`config.mk`:
```
export PLATFORM = sky130hd
export DESIGN_NAME = led_mode_sequencer
export DESIGN_NICKNAME = d
export VERILOG_FILES = /design/src/rtl/led_mode_sequencer.sv
export SDC_FILE = /design/constraint.sdc
export NUM_CORES = 1
export LEC_CHECK = 0
export CORE_ASPECT_RATIO = 0.8
export CORE_UTILIZATION = 67
export DETAILED_ROUTE_END_ITERATION = 10
export DONT_BUFFER_PORTS = 1
export GPL_TIMING_DRIVEN = 0
export PLACE_DENSITY_LB_ADDON = 0.12
export RECOVER_POWER = 50
export SLEW_MARGIN = 20
export SYNTH_ARGS = -nofsm -noshare
export SYNTH_HDL_FRONTEND = slang
export SYNTH_SLANG_ARGS = --single-unit
```
`constraint.sdc`:
```
create_clock -name clk -period 3.3 [get_ports clk]
set_input_delay 0.495 -clock clk [delete_from_list [all_inputs] [get_ports clk]]
set_output_delay 0.495 -clock clk [all_outputs]
set_load 0.1 [all_outputs]
```
`src/rtl/led_mode_sequencer.sv`:
```
// Push-switch LED mode sequencer: debounce, OFF/SLOW/FAST/ON stepping and blink generation.
// Optional feature: define LED_PWM_DIM_EN to dim the ON mode with a PWM counter.
module led_mode_sequencer #(
    parameter int DEBOUNCE_CYCLES = 1000000,
    parameter int SLOW_BIT        = 24,
    parameter int FAST_BIT        = 22,
    parameter int PWM_BITS        = 4,
    parameter int PWM_DUTY        = 4
) (
    input  logic       clk,
    input  logic       rst_n,
    input  logic       switch,
    output logic       LED,
    output logic [1:0] mode,
    output logic       press
);

    localparam int CNT_W   = (DEBOUNCE_CYCLES > 1) ? $clog2(DEBOUNCE_CYCLES) : 1;
    localparam int PRESC_W = SLOW_BIT + 1;
    localparam logic [CNT_W-1:0] CNT_MAX = CNT_W'(DEBOUNCE_CYCLES - 1);

    typedef enum logic [1:0] {
        MODE_OFF  = 2'd0,
        MODE_SLOW = 2'd1,
        MODE_FAST = 2'd2,
        MODE_ON   = 2'd3
    } mode_t;

    logic               sync1_q, sync2_q;
    logic [CNT_W-1:0]   dbCount_q, dbCount_d;
    logic               db_q, db_d;
    logic               dbPrev_q;
    logic               press_q, press_d;
    mode_t              mode_q, mode_d;
    logic [PRESC_W-1:0] presc_q, presc_d;
    logic               led_q, led_d;
    logic               dbRise;
`ifdef LED_PWM_DIM_EN
    logic [PWM_BITS-1:0] pwmCnt_q, pwmCnt_d;
`endif

    always_ff @(posedge clk) begin
        if (!rst_n) begin
            sync1_q   <= 1'b0;
            sync2_q   <= 1'b0;
            dbCount_q <= '0;
            db_q      <= 1'b0;
            dbPrev_q  <= 1'b0;
            press_q   <= 1'b0;
            mode_q    <= MODE_OFF;
            presc_q   <= '0;
            led_q     <= 1'b0;
`ifdef LED_PWM_DIM_EN
            pwmCnt_q  <= '0;
`endif
        end else begin
            sync1_q   <= switch;
            sync2_q   <= sync1_q;
            dbCount_q <= dbCount_d;
            db_q      <= db_d;
            dbPrev_q  <= db_q;
            press_q   <= press_d;
            mode_q    <= mode_d;
            presc_q   <= presc_d;
            led_q     <= led_d;
`ifdef LED_PWM_DIM_EN
            pwmCnt_q  <= pwmCnt_d;
`endif
        end
    end

    always_comb begin
        dbCount_d = '0;
        db_d      = db_q;
        dbRise    = db_q & ~dbPrev_q;
        press_d   = dbRise;
        mode_d    = mode_q;
        led_d     = 1'b0;

        // Any cycle where the synced level agrees with db restarts the window.
        if (sync2_q != db_q) begin
            if (dbCount_q == CNT_MAX) begin
                db_d = sync2_q;
            end else begin
                dbCount_d = dbCount_q + CNT_W'(1);
            end
        end

        if (dbRise) begin
            case (mode_q)
                MODE_OFF:  mode_d = MODE_SLOW;
                MODE_SLOW: mode_d = MODE_FAST;
                MODE_FAST: mode_d = MODE_ON;
                default:   mode_d = MODE_OFF;
            endcase
        end

        // Restarting the prescaler on a mode change makes every blink begin dark.
        presc_d = dbRise ? '0 : presc_q + PRESC_W'(1);
`ifdef LED_PWM_DIM_EN
        pwmCnt_d = dbRise ? '0 : pwmCnt_q + PWM_BITS'(1);
`endif

        case (mode_q)
            MODE_OFF:  led_d = 1'b0;
            MODE_SLOW: led_d = presc_q[SLOW_BIT];
            MODE_FAST: led_d = presc_q[FAST_BIT];
            default: begin
`ifdef LED_PWM_DIM_EN
                led_d = (32'(pwmCnt_q) < $unsigned(PWM_DUTY));
`else
                led_d = 1'b1;
`endif
            end
        endcase
    end

    assign LED   = led_q;
    assign mode  = mode_q;
    assign press = press_q;

endmodule

```
==> results.yml <==
run_status:
  outcome: "complete, no violations"
power_and_ir_drop:
  p_int_mw: 0.8402
  swShare: 0.2092
  power.share.clock: 0.372
  p_comb_frac: 0.018
  switching_power_mw: 0.2223
  p_seq_frac: 0.610
  vdd_drop_max_v: 0.0003619
  p_leak_nw: 0.7865
  p_per_area_nw_per_um2: 422.7
  total_power_mw: 1.062
clocking:
  cts.sinks: 53
  cts.hold.buffers_added: 0
  cts_buffers: 5
  cts_resized: 0
  tritoncts: "yes"
  htreeDepth: 2
  clk_latency_ns: 0.31
  cts.repair_timing.setup_buffer_count: 0
  cts_buffer_depth: 2
  clockRootBuffer: "clkbuf_8"
  clk_pin_slew_worst_paths_ns: 0.09
routing:
  firstDrtPassIters: 4
  antenna_left: 0
  vias_per_cell: 6.047
  drt_iter0_markers: 164
  vias: 1911
  wl_per_cell_um: 14.09
  routed_wl_um: 4452
  drc_errors: 0
floorplan:
  die_area_sq_um: 3769
  die_x_um: 68.39
  num_rows: 18
  start_util: 0.7335
  core_sq_um: 3221
  pin_count: 7
  dieHeight_um: 55.11
global_route:
  grt_max_degree: 16
  antenna_found_initial: 0
  grt_util_all_layers: 0.2624
  grt_pass1_vias: 1649
  grt-ovfl-total: 0
  grt_pass1_wl_um: 7238
sta:
  finalWorstSetupSlack_ns: 1.288
  fmax_ghz: 0.4971
  fin_crit_sh: 0.6096
  rsz0062_at_grt: "false"
  min_period_ns: 2.012
  whs_ns: 0.3117
  slew_violations: 0
  worst_clock_skew_ns: 0.006156
  tns_ns: 0
  slew_headroom: 0.3065
  worst_pin_slew_ns: 1.039
  finalHoldViolations: 0
  setup_viol: 0
flow_run:
  drv_cap: 0
setup_path:
  worstPathArrival_ns: 2.21
  crit_fanout: 10
  start_kind: "register"
  cp-end-kind: "register"
  critPathKind: "register to register"
  r2r_cells: 5
  required_ns: 3.50
min_path:
  holdPathStages: 1
  hold_path_class: "input port to register"
synth:
  ys_seq_elements: 53
  synth_cell_type_count: 35
  synth_area_sq_um: 2362
  synthesis.nets: 277
  syn-instance-count: 268
  yosysWarningCount: 0
  ys_seq_area_frac: 0.4492
  avgSynthCellArea_sq_um: 8.814
layout:
  areaGrowthSynthToFinish_pct: 6.409
  final_cell_mix: "dfxtp_1, nor2_1, nand2_1"
  final_area_sq_um: 2514
  layout.nets: 284
  instances_no_fill: 316
  utilization: 0.7805
  antenna_cells: 0
  drive_above_1_share: 0.06159
  layout_commonest_cell: "dfxtp_1"
placement:
  dp.cells: 308
  place_hpwl_um: 3152
  dpl_cell_area_sq_um: 2412
  place_ws_ns: 1.320
  place_congestion: 0.8299
  io_buffers: 0
-- kinds of logic (layout without fill, tap and decap cells) --
logic type      after synthesis  after routing  share of synthesized area
fa+ha+maj                     6              6                    0.03178
simple gates                127            127                     0.2961
buf+inv                      16             24                    0.02860
xor+xnor                     24             24                    0.08898
compound gates               42             42                     0.1054
flops                        53             53                     0.4492
-- power by group through the flow --
stage | logic [mW] | clock network (mW) | registers (mW)
after global placement | 0.0187 | 0 | 0.663
final | 0.0187 | 0.396 | 0.648
after detailed placement | 0.0191 | 0 | 0.663
after floorplan | 0.0144 | 0 | 0.662
after CTS | 0.0191 | 0.398 | 0.648
after global routing | 0.0210 | 0.417 | 0.649
-- final timing paths --
kind                                            endpoint                      from  slack (ns)
worst max register to register  dbCount_q[14]$_SDFF_PP0_  dbCount_q[15]$_SDFF_PP0_        1.29
worst min register to register     presc_q[0]$_SDFF_PP0_     presc_q[0]$_SDFF_PP0_        0.46
worst min-delay path                 dbPrev_q$_SDFF_PN0_                     rst_n        0.31
worst max-delay path            dbCount_q[14]$_SDFF_PP0_  dbCount_q[15]$_SDFF_PP0_        1.29
-- worst max-delay path: stages, from the launching register on --
cell,delay (ns)
dfxtp_1,0.36
or4b_1,0.54
or4_4,0.56
o211ai_2,0.18
buf_4,0.21
a21oi_1,0.06
-- cell type report --
type                       instances  area [sq um]
buffer                             8         37.54
clock buffer                       7         96.34
clock inverter                     1         5.005
fill                             220         706.9
inverter                           8         30.03
multi-input combinational        199          1234
sequential                        53          1061
tap                               40         50.05
-- Yosys cell counts --
master,n,area share
xor2_1,12,0.044
buf_1,1,0.0016
clkbuf_1,5,0.0079
nor4_1,4,0.011
nor3_1,5,0.011
or2_2,1,0.0026
and4_1,5,0.019
and3_1,3,0.0079
o21ai_0,12,0.025
o211ai_2,1,0.0053
ha_1,6,0.032
dfxtp_1,53,0.45
a221oi_1,1,0.0037
nand3_1,13,0.028
a21oi_1,18,0.038
and4_2,2,0.0085
inv_1,8,0.013
or4bb_1,1,0.0048
xnor2_1,12,0.044
o31ai_1,7,0.022
or4b_1,2,0.0085
or4b_2,2,0.0085
nand2b_1,1,0.0026
nand2_1,20,0.032
o31a_1,1,0.0037
nand3b_1,1,0.0032
or4_4,1,0.0048
o21a_1,1,0.0032
or4_1,7,0.022
nor2_1,31,0.049
and2_1,7,0.019
nand4_1,13,0.034
buf_4,2,0.0064
o41ai_1,1,0.0037
or3_1,8,0.021
-- routing by layer --
layer  wire (um)  part of all wire  GRT usage
met1        2212              0.50     0.3663
met4          52             0.012    0.08333
met2        1891              0.42     0.4036
met5           0                 0          0
met3         295             0.066    0.05738
-- flip-flops by register name (all words and copies together), names as in the netlist --
signal and count:
LED 1, dbCount_q 20, dbPrev_q 1, db_q 1, mode 2, presc_q 25, press 1, sync1_q 1
sync2_q 1
Note: power is estimated with default switching activity, not from simulation.
